`src/rtl/video_frame_buffer_arbiter.sv`:
```
`default_nettype none
// ============================================================================
// Module      : video_frame_buffer_arbiter
// Description : Arbitrates whole bursts from the frame reader and frame writer
//               onto one memory command port. The reader has priority, and one
//               burst is outstanding at a time. Define FB_ARB_STARVE_GUARD_EN
//               to force a writer turn after STARVE_MAX reader grants.
// Revision    : 1.0 - initial release
// ============================================================================
module video_frame_buffer_arbiter #(
    parameter int ADDR_W     = 24,
    parameter int LEN_W      = 8,
    parameter int STARVE_MAX = 4
) (
    input  logic              clk,
    input  logic              rst,
    input  logic              rd_req,
    input  logic [ADDR_W-1:0] rd_addr,
    input  logic [LEN_W-1:0]  rd_len,
    output logic              rd_gnt,
    output logic              rd_done,
    input  logic              wr_req,
    input  logic [ADDR_W-1:0] wr_addr,
    input  logic [LEN_W-1:0]  wr_len,
    output logic              wr_gnt,
    output logic              wr_done,
    output logic              mem_cmd_valid,
    input  logic              mem_cmd_ready,
    output logic              mem_cmd_wr,
    output logic [ADDR_W-1:0] mem_cmd_addr,
    output logic [LEN_W-1:0]  mem_cmd_len,
    input  logic              mem_done,
    output logic              busy
);

    localparam logic [1:0] c_ST_IDLE  = 2'd0;
    localparam logic [1:0] c_ST_ISSUE = 2'd1;
    localparam logic [1:0] c_ST_BUSY  = 2'd2;

    logic [1:0] r_state;
    logic       w_accept;
    logic       w_pick_wr;

    // mem_cmd_wr doubles as the owner of the current/most recent burst
    assign w_accept = (r_state == c_ST_ISSUE) && mem_cmd_valid && mem_cmd_ready;
    assign rd_gnt   = w_accept && !mem_cmd_wr;
    assign wr_gnt   = w_accept && mem_cmd_wr;
    assign busy     = (r_state != c_ST_IDLE);

`ifdef FB_ARB_STARVE_GUARD_EN
    localparam int                    c_STARVE_W   = $clog2(STARVE_MAX + 1);
    localparam logic [c_STARVE_W-1:0] c_STARVE_LIM = c_STARVE_W'(STARVE_MAX);

    logic [c_STARVE_W-1:0] r_starve_cnt;

    assign w_pick_wr = wr_req && (!rd_req || (r_starve_cnt == c_STARVE_LIM));

    // Counts reader grants taken while the writer was waiting
    always_ff @(posedge clk or posedge rst) begin
        if (rst) begin
            r_starve_cnt <= '0;
        end else if (w_accept) begin
            if (mem_cmd_wr || !wr_req) begin
                r_starve_cnt <= '0;
            end else if (r_starve_cnt != c_STARVE_LIM) begin
                r_starve_cnt <= r_starve_cnt + 1'b1;
            end
        end
    end
`else
    assign w_pick_wr = wr_req && !rd_req;
`endif

    always_ff @(posedge clk or posedge rst) begin
        if (rst) begin
            r_state       <= c_ST_IDLE;
            mem_cmd_valid <= 1'b0;
            mem_cmd_wr    <= 1'b0;
            mem_cmd_addr  <= '0;
            mem_cmd_len   <= '0;
            rd_done       <= 1'b0;
            wr_done       <= 1'b0;
        end else begin
            rd_done <= 1'b0;
            wr_done <= 1'b0;
            case (r_state)
                c_ST_IDLE: begin
                    if (rd_req || wr_req) begin
                        mem_cmd_valid <= 1'b1;
                        mem_cmd_wr    <= w_pick_wr;
                        mem_cmd_addr  <= w_pick_wr ? wr_addr : rd_addr;
                        mem_cmd_len   <= w_pick_wr ? wr_len : rd_len;
                        r_state       <= c_ST_ISSUE;
                    end
                end
                c_ST_ISSUE: begin
                    if (mem_cmd_ready) begin
                        mem_cmd_valid <= 1'b0;
                        r_state       <= c_ST_BUSY;
                    end
                end
                c_ST_BUSY: begin
                    if (mem_done) begin
                        rd_done <= !mem_cmd_wr;
                        wr_done <= mem_cmd_wr;
                        r_state <= c_ST_IDLE;
                    end
                end
                default: begin
                    mem_cmd_valid <= 1'b0;
                    r_state       <= c_ST_IDLE;
                end
            endcase
        end
    end

endmodule
`default_nettype wire
```
`config.mk`:
```
export PLATFORM = sky130hd
export DESIGN_NAME = video_frame_buffer_arbiter
export DESIGN_NICKNAME = d
export VERILOG_FILES = /design/src/rtl/video_frame_buffer_arbiter.sv
export SDC_FILE = /design/constraint.sdc
export NUM_CORES = 1
export LEC_CHECK = 0
export ABC_AREA = 1
export CAP_MARGIN = 20
export CORE_ASPECT_RATIO = 2
export CORE_MARGIN = 4
export CORE_UTILIZATION = 35
export DETAILED_ROUTE_END_ITERATION = 16
export HOLD_SLACK_MARGIN = 0.12
export PLACE_DENSITY = 0.76
export SLEW_MARGIN = 20
export SYNTH_ARGS = -nofsm -noshare
export SYNTH_HDL_FRONTEND = slang
export SYNTH_SLANG_ARGS = --single-unit
export TNS_END_PERCENT = 100
```
`constraint.sdc`:
```
create_clock -name clk -period 3.6 [get_ports clk]
set_clock_uncertainty 0.05 [all_clocks]
set_input_delay 0.54 -clock clk [delete_from_list [all_inputs] [get_ports clk]]
set_output_delay 0.54 -clock clk [all_outputs]
set_load 0.03 [all_outputs]
```
==> flow_summary_export.csv <==
group,metric,value,unit
sta,setup_viol_count_final,0,
placement,gp_congestion,0.746,
global_routing,antenna_found_initial,0,
die,dieHeight,114,microns
detailed_routing,drc,0,
placement,numPortBuffers,108,
detailed_routing,dr_total_vias,2072,
worst_setup_path,cp.depth,4,
sta,tightest_slew,877,ps
layout,fill_cells,520,
worst_setup_path,path_class,"in2out",
sta,slew_headroom,41.3,%
placement,post_dp_cell_area,3030,sq um
worst_setup_path,r2r_start,"r_state[0]",
min_path,hold_class,"reg2reg",
sta,grt_setup_unrepaired,"false",
pwr,combPwrFrac,56.8,%
layout,layout.nets,446,
die,chipWidth,61.0,microns
worst_setup_path,path_cells,"clkdlybuf4s50_1 > nand3_1 > nor2_1 > clkdlybuf4s50_1",
worst_setup_path,r2r_slack,2010,ps
die,start_util,36.2,%
worst_setup_path,cpPeakStageDelay,670,ps
clock_network,cts_buffer_depth,2,
sta,max_freq,399,MHz
global_routing,gr-total-overflow,0,
status,outcome,"finished, final reports clean",
die,rows,38,
logic_synthesis,yosys.area.top_type_share,48.4,%
worst_setup_path,slowest_stage,"clkdlybuf4s50_1",
logic_synthesis,syn-instance-count,274,
pwr,p_seq_share,31.5,%
detailed_routing,drt_iter0_markers,131,
pwr,peakVddDrop,0.607,mV
logic_synthesis,yosysTopAreaCell,"dfrtp_1",
detailed_routing,dr.pass1.iters,4,
layout,layout-drive-gt1-share,3.19,%
worst_setup_path,cp-start-kind,"input pin",
clock_network,root_buffer,"clkbuf_8",
pwr,pwr-share-clk,11.7,%
logic_synthesis,synthArstFlopShare,100,%
sta,period_minus_slack,2510,ps
clock_network,cts.sinks,38,
logic_synthesis,synth_most_common_cell,"nand2_1",
detailed_routing,wl,5970,microns
pwr,swShare,45.2,%
die,io_pins,109,
placement,dp_hpwl,4350,microns
clock_network,cts.clk_slew.worst_paths,70,ps
worst_setup_path,crit_buf_inv,2,
clock_network,htreeDepth,2,
logic_synthesis,synth_area_per_cell,7.17,sq um
global_routing,grt_max_degree,35,
pwr,power_density,752,nW/um^2
detailed_routing,drtAntennaViolNets,0,
detailed_routing,via_per_inst,4.75,
worst_setup_path,cp-end-kind,"primary output",
worst_setup_path,worstSetupEndpoint,"wr_gnt",
layout,syn2layout_area_growth,58.0,%
layout,n_antenna_cell,0,
sta,hold_viol,0,
detailed_routing,wl_per_cell,13.7,microns
sta,setup-tns-final,0,ps
clock_network,ctsHoldBuffers,0,
logic_synthesis,synth.yosys.warnings,0,
worst_setup_path,cp-startpoint,"mem_cmd_ready",
pwr,power.internal,1280,uW
pwr,design_power_total,2330,uW
sta,drv_slew,0,
logic_synthesis,ys.flop_type,"dfrtp_1",
sta,min_period_over_period,69.6,%
job,max_cap_viol_count,0,
global_routing,first_global_vias,1977,
global_routing,grt_pass1_wl,9090,microns
logic_synthesis,synth_cell_types,14,
clock_network,post_cts_resized,0,
clock_network,cts_tree,"done",
sta,whs,429,ps
die,coreArea,5420,sq um
placement,place_worst_setup_slack,1070,ps
logic_synthesis,syn_nets,344,
global_routing,track_usage,17.5,%
logic_synthesis,ys_top_cells_by_area,"dfrtp_1, nand2_1, nand3_1",
logic_synthesis,syn_area,1960,sq um
logic_synthesis,synth-seq-area-share,48.4,%
sta,setup_ws,1090,ps
worst_setup_path,crit_fanout,3,
clock_network,cts_buffers,5,
worst_setup_path,reg2reg_to,"mem_cmd_len[1]",
worst_setup_path,r2r_cells,5,
worst_setup_path,cp.required,3010,ps
pwr,netSwitchingPower,1060,uW
clock_network,clk_latency,280,ps
worst_setup_path,crit_top_cell,"clkdlybuf4s50_1",
pwr,p_leak,0.00156,uW
die,design.die.area,6950,sq um
logic_synthesis,synth-seq-cells,38,
logic_synthesis,yosys-top-cells-count,"nand2_1, dfrtp_1, nand3_1, buf_4",
logic_synthesis,synth_edf_count,0,
worst_setup_path,critPathTopFamily,"buffers and inverters",
worst_setup_path,critPathArrivalTime,1920,ps
clock_network,cts_setup_buffers,0,
layout,final_area,3100,sq um
## registers in the layout, summed over array words and instances, names as in the netlist
name	count
r_state	2
mem_cmd_wr	1
mem_cmd_addr	24
mem_cmd_len	8
mem_cmd_valid	1
rd_done	1
wr_done	1
## per-stage QoR
stage          std cells  util (%)
4_1_cts              436      57.2
3_3_place_gp         429      55.8
5_1_grt              436      57.2
2_1_floorplan        274         -
6_report             436      57.2
3_5_place_dp         429      55.8
## tightest hold or removal path, delay by kind of cell, from the launching register on
kind / cells / cell delay (ps)
flops: 1 / 340
simple gates: 2 / 100
## power by group through the flow
stage          logic (uW)  registers, uW  clock network (uW)
2_1_floorplan         452           1090                   0
3_3_place_gp         1330            738                   0
3_5_place_dp         1340            741                   0
4_1_cts              1340            739                 282
5_1_grt              1430            760                 303
6_report             1330            735                 273
## cells in the final DEF (no fill, tap or decap), drive strengths merged
master | synthesis | layout
nand2 | 167 | 167
nor3 | 2 | 2
dfrtp | 38 | 38
nor2 | 7 | 7
clkdlybuf4s50 | 0 | 108
nand3 | 34 | 34
inv | 6 | 6
o21ai | 4 | 4
buf | 16 | 3
clkbuf | 0 | 7
## metal layers
metal	vias to the layer above	track usage [%]	part of all wire, %
met5	-	0	0
met4	0	6.80	2.5
met3	11	4.64	7.8
met2	85	31.2	55
met1	928	18.5	35
li1	1048	-	-
## worst min-delay path by stage
stage                                start               end  cells past startpoint
after global placement    mem_cmd_addr[13]  mem_cmd_addr[13]                      2
after detailed placement  mem_cmd_addr[11]  mem_cmd_addr[11]                      2
after floorplan                 r_state[0]        r_state[0]                      2
after global routing        mem_cmd_len[3]    mem_cmd_len[3]                      2
final                       mem_cmd_len[3]    mem_cmd_len[3]                      2
after CTS                   mem_cmd_len[3]    mem_cmd_len[3]                      2
## cells by family after synthesis
| kind of cell | count (synthesis) | share of synthesized area (%) |
|---|---|---|
| flip-flops | 38 | 48.4 |
| AND/OR/NAND/NOR | 210 | 42.9 |
| AO/OA/AOI/OAI | 4 | 1.59 |
| buffers and inverters | 22 | 7.07 |
## cell type report
type | count | area [sq um] | share of cell area (%)
multi-input combinational | 214 | 875 | 28.2
tap | 60 | 75.1 | 2.42
clock buffer | 7 | 76.3 | 2.46
sequential | 38 | 951 | 30.6
inverter | 6 | 22.5 | 0.726
timing repair buffer | 111 | 1100 | 35.6
Note: power is estimated with default switching activity, not from simulation.
